[src/rtl/cpu.sv]
// cpu: switch-driven 4-bit ALU (ADD/SUB/AND/OR) with a registered LED result; define FLAGS_EN to add carry/zero flag outputs.
module cpu #(
  parameter int WIDTH = 4
) (
  input  logic             clock,
  input  logic             reset_n,
  input  logic             SW0,
  input  logic             SW1,
  input  logic             SW2,
  input  logic             SW3,
  input  logic             SW4,
  input  logic             SW5,
  input  logic             SW6,
  input  logic             SW7,
  input  logic             enable,
  input  logic [1:0]       operation,
`ifdef FLAGS_EN
  output logic             carry,
  output logic             zero,
`endif
  output logic [WIDTH-1:0] rezult
);
  logic [WIDTH-1:0] a, b, f;
  assign a = {SW3, SW2, SW1, SW0};
  assign b = {SW7, SW6, SW5, SW4};
  always_comb begin
    f = operation == 2'b00 ? a + b :
        operation == 2'b01 ? a - b :
        operation == 2'b10 ? a & b : a | b;
  end
`ifdef FLAGS_EN
  // an add wrapped exactly when its truncated sum is below an operand
  logic c;
  always_comb begin
    c = operation == 2'b00 ? f < a :
        operation == 2'b01 ? a < b : 1'b0;
  end
`endif
  always_ff @(posedge clock or negedge reset_n) begin
    if (!reset_n) begin
      rezult <= '0;
`ifdef FLAGS_EN
      carry  <= 1'b0;
      zero   <= 1'b0;
`endif
    end else if (enable) begin
      rezult <= f;
`ifdef FLAGS_EN
      carry  <= c;
      zero   <= f == '0;
`endif
    end
  end
endmodule

[config.mk]
export PLATFORM = sky130hd
export DESIGN_NAME = cpu
export DESIGN_NICKNAME = d
export VERILOG_FILES = /design/src/rtl/cpu.sv
export SDC_FILE = /design/constraint.sdc
export NUM_CORES = 1
export LEC_CHECK = 0
export BUFFER_PORTS_ARGS = -buffer_cell sky130_fd_sc_hd__buf_4
export CORE_AREA = 2 2 39 41
export CTS_CLUSTER_SIZE = 20
export DETAILED_ROUTE_END_ITERATION = 8
export DIE_AREA = 0 0 41 43
export PLACE_DENSITY = 0.66
export SLEW_MARGIN = 0
export SYNTH_ARGS = -nofsm -noshare
export SYNTH_HDL_FRONTEND = slang
export SYNTH_SLANG_ARGS = --single-unit
[constraint.sdc]
create_clock -name clock -period 1.95 [get_ports clock]
set_input_delay 0.0975 -clock clock [delete_from_list [all_inputs] [get_ports clock]]
set_output_delay 0.0975 -clock clock [all_outputs]
set_load 0.05 [all_outputs]
==> results of run 1 <==
==> layer usage <==
layer  GRT usage [%]  share of wire [%]  vias up
met5               0                  0        -
met4           10.00               0.78        0
met3           1.571                3.7        2
met2           24.06                 49       11
met1           18.65                 46      217
li1                -                  -      245
==> area by class of cell <==
class | count | area [µm²]
Clock buffer | 3 | 22.52
Tap cell | 16 | 20.02
Sequential cell | 4 | 100.1
Timing Repair Buffer | 17 | 130.1
Inverter | 12 | 45.04
Fill cell | 134 | 684.4
Multi-Input combinational cell | 42 | 381.6
==> metrics by stage <==
step,setup WS (ns),instances
floorplan,0.4664,60
global placement,0.3290,90
detailed placement,0.2755,90
CTS,0.5141,94
global route,0.4320,94
finish,0.5056,94
==> power groups by stage <==
| stage | combinational, mW | sequential [mW] | clock, mW |
|---|---|---|---|
| after floorplan | 0.0723 | 0.150 | 0 |
| after global placement | 0.173 | 0.104 | 0 |
| after detailed placement | 0.178 | 0.106 | 0 |
| after CTS | 0.180 | 0.104 | 0.108 |
| after global routing | 0.198 | 0.107 | 0.117 |
| final | 0.178 | 0.104 | 0.101 |
==> final timing paths <==
kind | slack (ns) | end
max in group asynchronous | 1.64 | rezult[1]$_DFFE_PN0P_
min | 0.11 | rezult[0]$_DFFE_PN0P_
min reg2reg | 0.48 | rezult[2]$_DFFE_PN0P_
max reg2reg | 1.07 | rezult[3]$_DFFE_PN0P_
max | 0.51 | rezult[1]$_DFFE_PN0P_
min in group asynchronous | 0.21 | rezult[2]$_DFFE_PN0P_
==> cells by family after synthesis <==
| logic type | count (synthesis) |
|---|---|
| AOI/OAI and AO/OA | 13 |
| adders and majority gates | 13 |
| buffers and inverters | 14 |
| DFF | 4 |
| muxes | 3 |
| and+or+nand+nor | 13 |
==> cells in the mapped netlist (2+ instances only) <==
cell / n
a21oi_1: 4
mux2i_1: 2
inv_1: 12
nor2_1: 4
ha_1: 11
o21a_1: 2
fa_1: 2
nand2_1: 2
dfrtp_1: 4
==> timing repair <==
action / 4_1_cts / 5_1_grt
hold buffers: 1 / 0
setup endpoints to repair: 0 / 0
endpoints found under the hold margin: 4 / 0
gates resized for setup: 0 / 0
==> critical path, delay by kind of cell <==
kind / cells / cell delay (ns)
AOI/OAI and AO/OA: 1 / 0.18
adders and majority gates: 2 / 0.63
buffers and inverters: 2 / 0.19
muxes: 1 / 0.50
==> impl_results.html, run 1 <==
<table>
<tr><th>Metric</th><th>Value</th></tr>
<tr><th colspan="2">Job</th></tr>
<tr><td>Max_cap viols</td><td>0</td></tr>
<tr><th colspan="2">Floorplanning</th></tr>
<tr><td>Core region area</td><td>0.001384 mm²</td></tr>
<tr><td>Boundary pin count</td><td>17</td></tr>
<tr><td>Row Count</td><td>14</td></tr>
<tr><td>Die area</td><td>0.001763 mm²</td></tr>
<tr><td>Die height</td><td>43 µm</td></tr>
<tr><td>Floorplan die width</td><td>41 µm</td></tr>
<tr><td>Initial Util</td><td>39.15%</td></tr>
<tr><th colspan="2">Logic synthesis</th></tr>
<tr><td>Largest family of logic cells by synthesized area</td><td>adder cells</td></tr>
<tr><td>Post-Syn Instances</td><td>60</td></tr>
<tr><td>Net count after synthesis</td><td>86</td></tr>
<tr><td>Share of synthesized cell area in full adder, half adder and majority cells</td><td>32.79%</td></tr>
<tr><td>Part of the Yosys area used for sequential elements</td><td>18.48%</td></tr>
<tr><td>Count of different cell masters after synthesis</td><td>26</td></tr>
<tr><td>Post-synthesis cell type with the largest combined area</td><td>ha_1</td></tr>
<tr><td>Synth Area in Compound Gates</td><td>16.17%</td></tr>
<tr><td>Count of flip-flops with a built-in enable after synthesis</td><td>0</td></tr>
<tr><td>Area fraction in and, or, nand and nor cells after synthesis</td><td>12.93%</td></tr>
<tr><td>Main area contributors after synthesis</td><td>ha_1 (25%), dfrtp_1 (18%), inv_1 (8.3%)</td></tr>
<tr><td>Yosys warns</td><td>0</td></tr>
<tr><td>Post-synthesis mux area share</td><td>8.545%</td></tr>
<tr><td>Share of the synthesized netlist area taken by xor and xnor gates</td><td>0%</td></tr>
<tr><td>Number of register bits inferred by synthesis</td><td>4</td></tr>
<tr><td>Top-area cell type share of the netlist area</td><td>25.40%</td></tr>
<tr><td>Most used flip-flop cell after synthesis</td><td>dfrtp_1</td></tr>
<tr><td>Post-synthesis area per instance</td><td>9.030 µm²</td></tr>
<tr><td>Summed instance area of the synthesized netlist</td><td>541.8 µm²</td></tr>
<tr><td>Async SR Flop Fraction</td><td>100.0%</td></tr>
<tr><th colspan="2">Cells and area</th></tr>
<tr><td>Final cell utilization of the core</td><td>50.54%</td></tr>
<tr><td>Regs by FF count</td><td>rezult: 4 flops</td></tr>
<tr><td>Max FFs per register</td><td>4</td></tr>
<tr><td>Finished layout cell area</td><td>699.4 µm²</td></tr>
<tr><td>Share of layout cells above drive strength 1</td><td>26.92%</td></tr>
<tr><td>Final net count</td><td>106</td></tr>
<tr><td>Commonest non-fill, non-tap cell in the layout</td><td>buf_4</td></tr>
<tr><td>Top library cells by usage in the layout, fill and taps aside</td><td>buf_4 (16), inv_1 (12), ha_1 (11)</td></tr>
<tr><td>Diodes inserted</td><td>0</td></tr>
<tr><td>Register containing the most flip-flops in the final layout</td><td>rezult</td></tr>
<tr><td>Area added between synthesis and finish</td><td>29.10%</td></tr>
<tr><th colspan="2">Timing</th></tr>
<tr><td>Max-slew violation count</td><td>0</td></tr>
<tr><td>Transition time at the pin with the least slew margin</td><td>0.4026 ns</td></tr>
<tr><td>Final-layout setup total negative slack</td><td>0 ns</td></tr>
<tr><td>Min Clock Period, post-route</td><td>1.444 ns</td></tr>
<tr><td>Headroom to the max-slew limit</td><td>72.78%</td></tr>
<tr><td>Total setup violations reported at the end of the flow</td><td>0</td></tr>
<tr><td>Highest achievable clock rate</td><td>692.3 MHz</td></tr>
<tr><td>RSZ-0062 raised after global routing</td><td>false</td></tr>
<tr><td>Portion of the clock cycle consumed by the worst path in the final layout</td><td>74.07%</td></tr>
<tr><td>Final count of hold timing violations</td><td>0</td></tr>
<tr><td>Post-route clock skew</td><td>0 ns</td></tr>
<tr><td>Worst-case hold slack</td><td>0.1089 ns</td></tr>
<tr><th colspan="2">Global route</th></tr>
<tr><td>Vias in the first global route</td><td>462</td></tr>
<tr><td>Pin count of the biggest net entering global routing</td><td>13</td></tr>
<tr><td>Wire length of the first global-routing pass</td><td>1828 µm</td></tr>
<tr><td>Total track usage</td><td>15.36%</td></tr>
<tr><td>Initial antenna violation count</td><td>0</td></tr>
<tr><td>GRT Residual Overflow</td><td>0</td></tr>
<tr><th colspan="2">Route</th></tr>
<tr><td>Detailed-router iteration count before antenna repair</td><td>4</td></tr>
<tr><td>DR DRC count</td><td>0</td></tr>
<tr><td>Vias</td><td>475</td></tr>
<tr><td>Total wirelength of the detailed-routed design</td><td>1022 µm</td></tr>
<tr><td>Iter 0 DRT Violations</td><td>6</td></tr>
<tr><td>Antenna viol nets, final</td><td>0</td></tr>
<tr><td>Routed WL per cell</td><td>10.87 µm</td></tr>
<tr><td>Average via count per standard cell</td><td>5.053</td></tr>
<tr><th colspan="2">Min path</th></tr>
<tr><td>Worst Min Path Start</td><td>enable</td></tr>
<tr><td>Kind of path behind the tightest hold check</td><td>input port to flip-flop</td></tr>
<tr><td>Depth of the worst hold-timing path</td><td>2</td></tr>
<tr><th colspan="2">Setup path</th></tr>
<tr><td>Data required time of the worst path</td><td>2.10 ns</td></tr>
<tr><td>Worst Setup Start Kind</td><td>input port</td></tr>
<tr><td>Reg-to-reg critical path startpoint</td><td>rezult[3]$_DFFE_PN0P_</td></tr>
<tr><td>Crit path from</td><td>SW0</td></tr>
<tr><td>Crit end category</td><td>flip-flop</td></tr>
<tr><td>Delay of the slowest cell on the worst path</td><td>0.50 ns</td></tr>
<tr><td>Maximum fanout encountered on the critical timing path</td><td>3</td></tr>
<tr><td>Cell with the largest stage delay on the worst path</td><td>mux4_1</td></tr>
<tr><td>Worst r2r path cells</td><td>3</td></tr>
<tr><td>Type of the worst setup path</td><td>input port to flip-flop</td></tr>
<tr><td>CP Cell Sequence</td><td>buf_4 &gt; ha_1 &gt; inv_1 &gt; fa_1 &gt; mux4_1 &gt; a21oi_1</td></tr>
<tr><td>Critical path arrival</td><td>1.59 ns</td></tr>
<tr><th colspan="2">Pwr</th></tr>
<tr><td>Combinational share of power</td><td>46.5%</td></tr>
<tr><td>P_sw</td><td>143.7 µW</td></tr>
<tr><td>Sw frac</td><td>37.50%</td></tr>
<tr><td>IR Drop Worst-Case VDD</td><td>0.0001898 V</td></tr>
<tr><td>Overall power consumption</td><td>383.3 µW</td></tr>
<tr><td>Power per cell area</td><td>548.0 mW/mm²</td></tr>
<tr><td>Internal power</td><td>239.6 µW</td></tr>
<tr><td>Leak pwr</td><td>0.3617 nW</td></tr>
<tr><td>Sequential power share</td><td>27.1%</td></tr>
<tr><td>Clk pwr share</td><td>26.4%</td></tr>
<tr><th colspan="2">CTS</th></tr>
<tr><td>Clk sinks</td><td>4</td></tr>
<tr><td>CTS HTree Levels</td><td>1</td></tr>
<tr><td>Skew-Pair Late Insertion Delay</td><td>0.23 ns</td></tr>
<tr><td>Maximum buffer depth of the clock tree</td><td>2</td></tr>
<tr><td>Post-CTS setup buffer count</td><td>0</td></tr>
<tr><td>TritonCTS clock tree</td><td>built</td></tr>
<tr><td>TritonCTS buffer count</td><td>3</td></tr>
<tr><td>Root Driver</td><td>clkbuf_4</td></tr>
<tr><td>Clock transition time at the flip-flop clock pins of the worst setup and hold paths</td><td>0.04 ns</td></tr>
<tr><th colspan="2">Place</th></tr>
<tr><td>Number of buffers inserted by port buffering</td><td>16</td></tr>
<tr><td>Post-DP HPWL</td><td>899.1 µm</td></tr>
<tr><td>Cell area reported after detailed placement</td><td>666.9 µm²</td></tr>
<tr><td>Gpl congestion</td><td>0.8261</td></tr>
<tr><th colspan="2">Outcome</th></tr>
<tr><td>Outcome</td><td>finished, final reports clean</td></tr>
</table>
(Power assumes the default switching activity.)
==> run 2: changes to the inputs <==
==> constraint.sdc (replaced) <==
create_clock -name clock -period 1.5 [get_ports clock]
set_input_delay 0.075 -clock clock [delete_from_list [all_inputs] [get_ports clock]]
set_output_delay 0.075 -clock clock [all_outputs]
set_load 0.05 [all_outputs]
==> run 2 against run 1 <==
Net effect: worst hold slack worse by 0.027 ns; combinational power up 32%; first-iteration DRC count down 33%; critical path type unchanged; largest cell class unchanged.
==> impl_results.html, run 2 (synthesized netlist as in run 1, its figures left out) <==
<table>
<tr><th>Metric</th><th>Value</th></tr>
<tr><th colspan="2">Pwr</th></tr>
<tr><td>IR Drop Worst-Case VDD</td><td>0.0002285 V</td></tr>
<tr><td>Leak pwr</td><td>0.3764 nW</td></tr>
<tr><td>P_sw</td><td>185.2 µW</td></tr>
<tr><td>Sw frac</td><td>36.98%</td></tr>
<tr><td>Clk pwr share</td><td>26.1%</td></tr>
<tr><td>Power per cell area</td><td>693.7 mW/mm²</td></tr>
<tr><td>Overall power consumption</td><td>500.8 µW</td></tr>
<tr><td>Sequential power share</td><td>27.0%</td></tr>
<tr><td>Combinational share of power</td><td>46.9%</td></tr>
<tr><td>Internal power</td><td>315.6 µW</td></tr>
<tr><th colspan="2">Floorplanning</th></tr>
<tr><td>Row Count</td><td>14</td></tr>
<tr><td>Core region area</td><td>0.001384 mm²</td></tr>
<tr><td>Floorplan die width</td><td>41 µm</td></tr>
<tr><td>Boundary pin count</td><td>17</td></tr>
<tr><td>Die area</td><td>0.001763 mm²</td></tr>
<tr><td>Initial Util</td><td>39.15%</td></tr>
<tr><td>Die height</td><td>43 µm</td></tr>
<tr><th colspan="2">Cells and area</th></tr>
<tr><td>Diodes inserted</td><td>0</td></tr>
<tr><td>Regs by FF count</td><td>rezult: 4 flops</td></tr>
<tr><td>Number of filler instances in the final layout</td><td>136</td></tr>
<tr><td>Final net count</td><td>109</td></tr>
<tr><td>Register containing the most flip-flops in the final layout</td><td>rezult</td></tr>
<tr><td>Top library cells by usage in the layout, fill and taps aside</td><td>buf_4 (19), inv_1 (12), ha_1 (11)</td></tr>
<tr><td>Commonest non-fill, non-tap cell in the layout</td><td>buf_4</td></tr>
<tr><td>Share of layout cells above drive strength 1</td><td>29.63%</td></tr>
<tr><td>Area added between synthesis and finish</td><td>33.26%</td></tr>
<tr><td>Count of placed standard cells in the final layout, fillers left out</td><td>97</td></tr>
<tr><td>Max FFs per register</td><td>4</td></tr>
<tr><th colspan="2">Setup path</th></tr>
<tr><td>Worst r2r path cells</td><td>3</td></tr>
<tr><td>Cell with the largest stage delay on the worst path</td><td>fa_1</td></tr>
<tr><td>CP Cell Sequence</td><td>buf_4 &gt; inv_1 &gt; ha_1 &gt; fa_1 &gt; and2_2 &gt; o21a_1 &gt; o311ai_1 &gt; o21a_1</td></tr>
<tr><td>Data required time of the worst path</td><td>1.67 ns</td></tr>
<tr><td>Maximum fanout encountered on the critical timing path</td><td>2</td></tr>
<tr><td>Most frequent cell on the critical path</td><td>o21a_1</td></tr>
<tr><td>Worst Setup Start Kind</td><td>input port</td></tr>
<tr><td>Setup slack, reg-to-reg</td><td>0.61 ns</td></tr>
<tr><td>Critical path arrival</td><td>1.57 ns</td></tr>
<tr><td>Reg-to-reg critical path startpoint</td><td>rezult[3]$_DFFE_PN0P_</td></tr>
<tr><td>Type of the worst setup path</td><td>input port to flip-flop</td></tr>
<tr><td>Delay of the slowest cell on the worst path</td><td>0.36 ns</td></tr>
<tr><td>Endpoint of the worst register-to-register path</td><td>rezult[3]$_DFFE_PN0P_</td></tr>
<tr><td>Crit end category</td><td>flip-flop</td></tr>
<tr><th colspan="2">CTS</th></tr>
<tr><td>Clock transition time at the flip-flop clock pins of the worst setup and hold paths</td><td>0.04 ns</td></tr>
<tr><td>Hold bufs inserted after CTS</td><td>1</td></tr>
<tr><td>TritonCTS clock tree</td><td>built</td></tr>
<tr><td>TritonCTS buffer count</td><td>3</td></tr>
<tr><td>Root Driver</td><td>clkbuf_4</td></tr>
<tr><td>Maximum buffer depth of the clock tree</td><td>2</td></tr>
<tr><td>CTS-repair resized insts</td><td>0</td></tr>
<tr><td>Clk sinks</td><td>4</td></tr>
<tr><td>Post-CTS setup buffer count</td><td>0</td></tr>
<tr><td>CTS HTree Levels</td><td>1</td></tr>
<tr><td>Skew-Pair Late Insertion Delay</td><td>0.23 ns</td></tr>
<tr><th colspan="2">Global route</th></tr>
<tr><td>GRT Residual Overflow</td><td>0</td></tr>
<tr><td>Wire length of the first global-routing pass</td><td>1676 µm</td></tr>
<tr><td>Vias in the first global route</td><td>458</td></tr>
<tr><td>Initial antenna violation count</td><td>0</td></tr>
<tr><td>Total track usage</td><td>13.67%</td></tr>
<tr><td>Pin count of the biggest net entering global routing</td><td>13</td></tr>
<tr><th colspan="2">Timing</th></tr>
<tr><td>Highest achievable clock rate</td><td>714.6 MHz</td></tr>
<tr><td>Final count of hold timing violations</td><td>0</td></tr>
<tr><td>Portion of the clock cycle consumed by the worst path in the final layout</td><td>93.30%</td></tr>
<tr><td>Transition time at the pin with the least slew margin</td><td>0.4237 ns</td></tr>
<tr><td>Headroom to the max-slew limit</td><td>71.36%</td></tr>
<tr><td>Min Clock Period, post-route</td><td>1.399 ns</td></tr>
<tr><td>Total setup violations reported at the end of the flow</td><td>0</td></tr>
<tr><td>Worst-case hold slack</td><td>0.08170 ns</td></tr>
<tr><td>Final-layout setup total negative slack</td><td>0 ns</td></tr>
<tr><td>Post-route clock skew</td><td>0 ns</td></tr>
<tr><td>Worst Slack Setup Final</td><td>0.1005 ns</td></tr>
<tr><td>RSZ-0062 raised after global routing</td><td>false</td></tr>
<tr><td>Max-slew violation count</td><td>0</td></tr>
<tr><th colspan="2">Min path</th></tr>
<tr><td>Kind of path behind the tightest hold check</td><td>input port to flip-flop</td></tr>
<tr><td>Depth of the worst hold-timing path</td><td>2</td></tr>
<tr><td>Endpoint with the worst hold slack</td><td>rezult[0]$_DFFE_PN0P_</td></tr>
<tr><td>Worst Min Path Start</td><td>enable</td></tr>
<tr><th colspan="2">Route</th></tr>
<tr><td>Total wirelength of the detailed-routed design</td><td>956 µm</td></tr>
<tr><td>Detailed-router iteration count before antenna repair</td><td>3</td></tr>
<tr><td>Vias</td><td>465</td></tr>
<tr><td>Antenna viol nets, final</td><td>0</td></tr>
<tr><td>Routed WL per cell</td><td>9.856 µm</td></tr>
<tr><td>DR DRC count</td><td>0</td></tr>
<tr><td>Iter 0 DRT Violations</td><td>4</td></tr>
<tr><td>Average via count per standard cell</td><td>4.794</td></tr>
<tr><th colspan="2">Outcome</th></tr>
<tr><td>Outcome</td><td>finished, final reports clean</td></tr>
<tr><th colspan="2">Place</th></tr>
<tr><td>Number of placed instances, taps included</td><td>93</td></tr>
<tr><td>Gpl congestion</td><td>0.8080</td></tr>
<tr><td>Number of buffers inserted by port buffering</td><td>16</td></tr>
<tr><td>Post-DP HPWL</td><td>838.8 µm</td></tr>
<tr><td>Placement-stage worst setup slack</td><td>-0.1540 ns</td></tr>
<tr><th colspan="2">Job</th></tr>
<tr><td>Max_cap viols</td><td>0</td></tr>
</table>
-- run 2: worst max path at each step --
| stage | endpoint | startpoint | slack (ns) | cells past startpoint |
|---|---|---|---|---|
| after floorplan | rezult[2]$_DFFE_PN0P_ | SW0 | 0.04 | 7 |
| after global placement | rezult[2]$_DFFE_PN0P_ | SW0 | -0.09 | 8 |
| after detailed placement | rezult[2]$_DFFE_PN0P_ | SW0 | -0.15 | 8 |
| after CTS | rezult[2]$_DFFE_PN0P_ | SW0 | 0.09 | 8 |
| after global routing | rezult[2]$_DFFE_PN0P_ | SW0 | 0.03 | 8 |
| final | rezult[2]$_DFFE_PN0P_ | SW0 | 0.10 | 8 |
-- run 2: per-stage QoR --
step           utilization, %  area (µm²)
3_5_place_dp            49.82       689.4
2_1_floorplan               -       541.8
6_report                52.17       721.9
3_3_place_gp            49.82       689.4
5_1_grt                 52.17       721.9
4_1_cts                 52.17       721.9
-- run 2: worst max-delay path, delay by kind of cell --
| kind | cells | cell delay [ns] |
|---|---|---|
| AO/OA/AOI/OAI | 3 | 0.59 |
| AND/OR/NAND/NOR | 1 | 0.20 |
| buffers and inverters | 2 | 0.13 |
| adder cells (fa/ha/maj) | 2 | 0.58 |
-- run 2: power groups by stage --
stage	sequential (mW)	clock, mW	combinational [mW]
3_3_place_gp	0.136	0	0.230
3_5_place_dp	0.137	0	0.235
6_report	0.135	0.131	0.235
4_1_cts	0.136	0.138	0.237
5_1_grt	0.139	0.144	0.261
2_1_floorplan	0.195	0	0.0939
-- run 2: final cells by class --
type / instances / area, µm² / area share, %
clock buffer: 3 / 22.52 / 3.120
inverter: 12 / 45.04 / 6.239
multi-input combinational: 42 / 381.6 / 52.86
sequential: 4 / 100.1 / 13.86
tap: 16 / 20.02 / 2.773
timing repair buffer: 20 / 152.6 / 21.14
-- run 2: layer usage --
metal | up-vias | share of wire (%) | global-route usage (%) | wire [µm]
met5 | - | 0 | 0 | 0
met4 | 0 | 2.2 | 8.000 | 21
met3 | 4 | 6.1 | 1.571 | 58
met2 | 13 | 44 | 21.25 | 421
met1 | 200 | 48 | 17.10 | 456
li1 | 248 | - | - | -
==> run 3: changes to the inputs <==
--- a/config.mk
+++ b/config.mk
@@ -5,12 +5,13 @@
 export SDC_FILE = /design/constraint.sdc
 export NUM_CORES = 1
 export LEC_CHECK = 0
+export ABC_AREA = 1
 export BUFFER_PORTS_ARGS = -buffer_cell sky130_fd_sc_hd__buf_4
 export CORE_AREA = 2 2 39 41
 export CTS_CLUSTER_SIZE = 20
 export DETAILED_ROUTE_END_ITERATION = 8
 export DIE_AREA = 0 0 41 43
-export PLACE_DENSITY = 0.66
+export PLACE_DENSITY = 0.69
 export SLEW_MARGIN = 0
 export SYNTH_ARGS = -nofsm -noshare
 export SYNTH_HDL_FRONTEND = slang
==> run 3 against run 2 <==
Net effect: design area grew 3.5%; register-to-register slack gained 0.25 ns; utilization grew 1.8 points; cell count grew 22%; worst setup slack gained 0.26 ns; flip-flop and latch count is the same; first-iteration DRC count shrank 25%; fmax grew 23%; clock power is essentially flat; critical endpoint unchanged; largest power group unchanged.
==> impl_results.html, run 3 <==
<table>
<tr><th>Metric</th><th>Value</th></tr>
<tr><th colspan="2">Logic synthesis</th></tr>
<tr><td>Post-synthesis mux area share</td><td>0%</td></tr>
<tr><td>Count of flip-flops with a built-in enable after synthesis</td><td>0</td></tr>
<tr><td>Area fraction in and, or, nand and nor cells after synthesis</td><td>24.62%</td></tr>
<tr><td>Post-Syn Instances</td><td>82</td></tr>
<tr><td>Net count after synthesis</td><td>108</td></tr>
<tr><td>Main area contributors after synthesis</td><td>ha_1 (24%), dfrtp_1 (17%), inv_1 (12%)</td></tr>
<tr><td>Async SR Flop Fraction</td><td>100.0%</td></tr>
<tr><td>Largest family of logic cells by synthesized area</td><td>adder cells</td></tr>
<tr><td>Most common cell in the netlist</td><td>inv_1</td></tr>
<tr><td>Post-synthesis cell type with the largest combined area</td><td>ha_1</td></tr>
<tr><td>Share of synthesized cell area in full adder, half adder and majority cells</td><td>30.94%</td></tr>
<tr><td>Summed instance area of the synthesized netlist</td><td>574.3 µm²</td></tr>
<tr><td>Most used flip-flop cell after synthesis</td><td>dfrtp_1</td></tr>
<tr><td>Part of the Yosys area used for sequential elements</td><td>17.43%</td></tr>
<tr><td>Count of different cell masters after synthesis</td><td>18</td></tr>
<tr><td>Top-area cell type share of the netlist area</td><td>23.97%</td></tr>
<tr><td>Yosys warns</td><td>0</td></tr>
<tr><td>Number of register bits inferred by synthesis</td><td>4</td></tr>
<tr><td>Share of the synthesized netlist area taken by xor and xnor gates</td><td>1.525%</td></tr>
<tr><td>Top post-synthesis cells by count</td><td>inv_1 (18), nand2_1 (15), ha_1 (11)</td></tr>
<tr><td>Post-synthesis area per instance</td><td>7.004 µm²</td></tr>
<tr><td>Synth Area in Compound Gates</td><td>13.07%</td></tr>
<tr><th colspan="2">Global route</th></tr>
<tr><td>Total track usage</td><td>16.93%</td></tr>
<tr><td>Pin count of the biggest net entering global routing</td><td>8</td></tr>
<tr><td>Vias in the first global route</td><td>573</td></tr>
<tr><td>GRT Residual Overflow</td><td>0</td></tr>
<tr><td>Initial antenna violation count</td><td>0</td></tr>
<tr><td>Wire length of the first global-routing pass</td><td>2118 µm</td></tr>
<tr><th colspan="2">CTS</th></tr>
<tr><td>CTS HTree Levels</td><td>1</td></tr>
<tr><td>Post-CTS setup buffer count</td><td>0</td></tr>
<tr><td>Skew-Pair Late Insertion Delay</td><td>0.23 ns</td></tr>
<tr><td>TritonCTS buffer count</td><td>3</td></tr>
<tr><td>Maximum buffer depth of the clock tree</td><td>2</td></tr>
<tr><td>CTS-repair resized insts</td><td>0</td></tr>
<tr><td>Clk sinks</td><td>4</td></tr>
<tr><td>Root Driver</td><td>clkbuf_4</td></tr>
<tr><td>Clock transition time at the flip-flop clock pins of the worst setup and hold paths</td><td>0.03 ns</td></tr>
<tr><td>TritonCTS clock tree</td><td>built</td></tr>
<tr><th colspan="2">Setup path</th></tr>
<tr><td>Data required time of the worst path</td><td>1.67 ns</td></tr>
<tr><td>Worst Setup Start Kind</td><td>input port</td></tr>
<tr><td>Maximum fanout encountered on the critical timing path</td><td>3</td></tr>
<tr><td>Critical path arrival</td><td>1.31 ns</td></tr>
<tr><td>Reg-to-reg critical path startpoint</td><td>rezult[3]$_DFFE_PN0P_</td></tr>
<tr><td>Crit end category</td><td>flip-flop</td></tr>
<tr><td>Type of the worst setup path</td><td>input port to flip-flop</td></tr>
<tr><td>Crit path from</td><td>SW4</td></tr>
<tr><th colspan="2">Timing</th></tr>
<tr><td>Post-route clock skew</td><td>0 ns</td></tr>
<tr><td>Max-slew violation count</td><td>0</td></tr>
<tr><td>Highest achievable clock rate</td><td>880.0 MHz</td></tr>
<tr><td>Final-layout setup total negative slack</td><td>0 ns</td></tr>
<tr><td>Transition time at the pin with the least slew margin</td><td>0.2175 ns</td></tr>
<tr><td>RSZ-0062 raised after global routing</td><td>false</td></tr>
<tr><td>Final count of hold timing violations</td><td>0</td></tr>
<tr><td>Portion of the clock cycle consumed by the worst path in the final layout</td><td>75.76%</td></tr>
<tr><td>Total setup violations reported at the end of the flow</td><td>0</td></tr>
<tr><td>Min Clock Period, post-route</td><td>1.136 ns</td></tr>
<tr><td>Headroom to the max-slew limit</td><td>85.45%</td></tr>
<tr><th colspan="2">Route</th></tr>
<tr><td>Average via count per standard cell</td><td>4.610</td></tr>
<tr><td>Detailed-router iteration count before antenna repair</td><td>3</td></tr>
<tr><td>Antenna viol nets, final</td><td>0</td></tr>
<tr><td>DR DRC count</td><td>0</td></tr>
<tr><td>Total wirelength of the detailed-routed design</td><td>1153 µm</td></tr>
<tr><td>Routed WL per cell</td><td>9.771 µm</td></tr>
<tr><td>Iter 0 DRT Violations</td><td>3</td></tr>
<tr><td>Vias</td><td>544</td></tr>
<tr><th colspan="2">Cells and area</th></tr>
<tr><td>Final net count</td><td>130</td></tr>
<tr><td>Top library cells by usage in the layout, fill and taps aside</td><td>inv_1 (18), buf_4 (16), nand2_1 (15)</td></tr>
<tr><td>Area added between synthesis and finish</td><td>30.07%</td></tr>
<tr><td>Diodes inserted</td><td>0</td></tr>
<tr><td>Regs by FF count</td><td>rezult: 4 flops</td></tr>
<tr><td>Final cell utilization of the core</td><td>53.98%</td></tr>
<tr><td>Commonest non-fill, non-tap cell in the layout</td><td>inv_1</td></tr>
<tr><td>Count of placed standard cells in the final layout, fillers left out</td><td>118</td></tr>
<tr><td>Share of layout cells above drive strength 1</td><td>25.49%</td></tr>
<tr><td>Max FFs per register</td><td>4</td></tr>
<tr><td>Register containing the most flip-flops in the final layout</td><td>rezult</td></tr>
<tr><th colspan="2">Floorplanning</th></tr>
<tr><td>Row Count</td><td>14</td></tr>
<tr><td>Boundary pin count</td><td>17</td></tr>
<tr><td>Die height</td><td>43 µm</td></tr>
<tr><td>Floorplan die width</td><td>41 µm</td></tr>
<tr><td>Initial Util</td><td>41.50%</td></tr>
<tr><td>Core region area</td><td>0.001384 mm²</td></tr>
<tr><td>Die area</td><td>0.001763 mm²</td></tr>
<tr><th colspan="2">Min path</th></tr>
<tr><td>Kind of path behind the tightest hold check</td><td>input port to flip-flop</td></tr>
<tr><td>Worst Min Path Start</td><td>enable</td></tr>
<tr><th colspan="2">Job</th></tr>
<tr><td>Max_cap viols</td><td>0</td></tr>
<tr><th colspan="2">Pwr</th></tr>
<tr><td>Power per cell area</td><td>679.8 mW/mm²</td></tr>
<tr><td>IR Drop Worst-Case VDD</td><td>0.0001877 V</td></tr>
<tr><td>Leak pwr</td><td>0.4325 nW</td></tr>
<tr><th colspan="2">Outcome</th></tr>
<tr><td>Outcome</td><td>finished, final reports clean</td></tr>
<tr><th colspan="2">Place</th></tr>
<tr><td>Post-DP HPWL</td><td>1021 µm</td></tr>
<tr><td>Number of placed instances, taps included</td><td>114</td></tr>
<tr><td>Number of buffers inserted by port buffering</td><td>16</td></tr>
<tr><td>Gpl congestion</td><td>0.8064</td></tr>
</table>
==> run 3: repair_timing <==
item                                   CTS  global route
setup endpoints to repair                0             0
hold buffers                             1             0
endpoints found under the hold margin    4             0
==> run 3: where the power goes <==
| part | leakage [nW] | internal [mW] | switching, mW |
|---|---|---|---|
| combinational | 0.373 | 0.0950 | 0.150 |
| sequential | 0.0461 | 0.124 | 0.00725 |
| clock | 0.0138 | 0.0894 | 0.0425 |
| total | 0.433 | 0.308 | 0.200 |
==> run 3: layout make-up <==
| cell class | instances | area, µm² |
|---|---|---|
| fillers | 149 | 636.9 |
| multi-input cells | 59 | 402.9 |
| repair buffers | 17 | 130.1 |
| flip-flops and latches | 4 | 100.1 |
| inverters | 19 | 71.32 |
| clock buffers | 3 | 22.52 |
| well taps | 16 | 20.02 |
==> run 3: cells by family after synthesis <==
logic type,Yosys count
flip-flops,4
adder cells (fa/ha/maj),13
buffers and inverters,19
XOR/XNOR,1
AO/OA/AOI/OAI,13
AND/OR/NAND/NOR,32
==> run 3: path summary, 6_finish.rpt <==
check / slack (ns) / endpoint / cells past startpoint
min reg2reg: 0.47 / rezult[2]$_DFFE_PN0P_ / 2
max: 0.36 / rezult[2]$_DFFE_PN0P_ / 8
min: 0.13 / rezult[2]$_DFFE_PN0P_ / 3
min in group asynchronous: 0.18 / rezult[3]$_DFFE_PN0P_ / 2
max in group asynchronous: 1.22 / rezult[0]$_DFFE_PN0P_ / 2
max reg2reg: 0.86 / rezult[3]$_DFFE_PN0P_ / 2
==> run 3: critical path: stages <==
cell,delay [ns]
buf_4,0.09
ha_1,0.19
inv_1,0.07
fa_1,0.37
or2_2,0.30
nand3_1,0.08
nand3_1,0.08
nand2_1,0.06
==> run 3: routing by layer <==
metal  track usage (%)  wire, µm
met3                 0        53
met2             28.44       575
met1             20.13       517
met5                 0         0
met4             10.00         6
==> run 3: through the flow <==
step                cell area, µm²  worst slack (ns)  hold WS [ns]  power [mW]
finish                       747.0            0.3636        0.1254      0.5078
global route                 747.0            0.3044        0.1327      0.5512
CTS                          747.0            0.3730        0.1185      0.5173
detailed placement           714.4            0.1289       -0.1270      0.3776
global placement             714.4            0.1490       -0.1277      0.3721
floorplan                    574.3            0.3124       -0.2206      0.2920
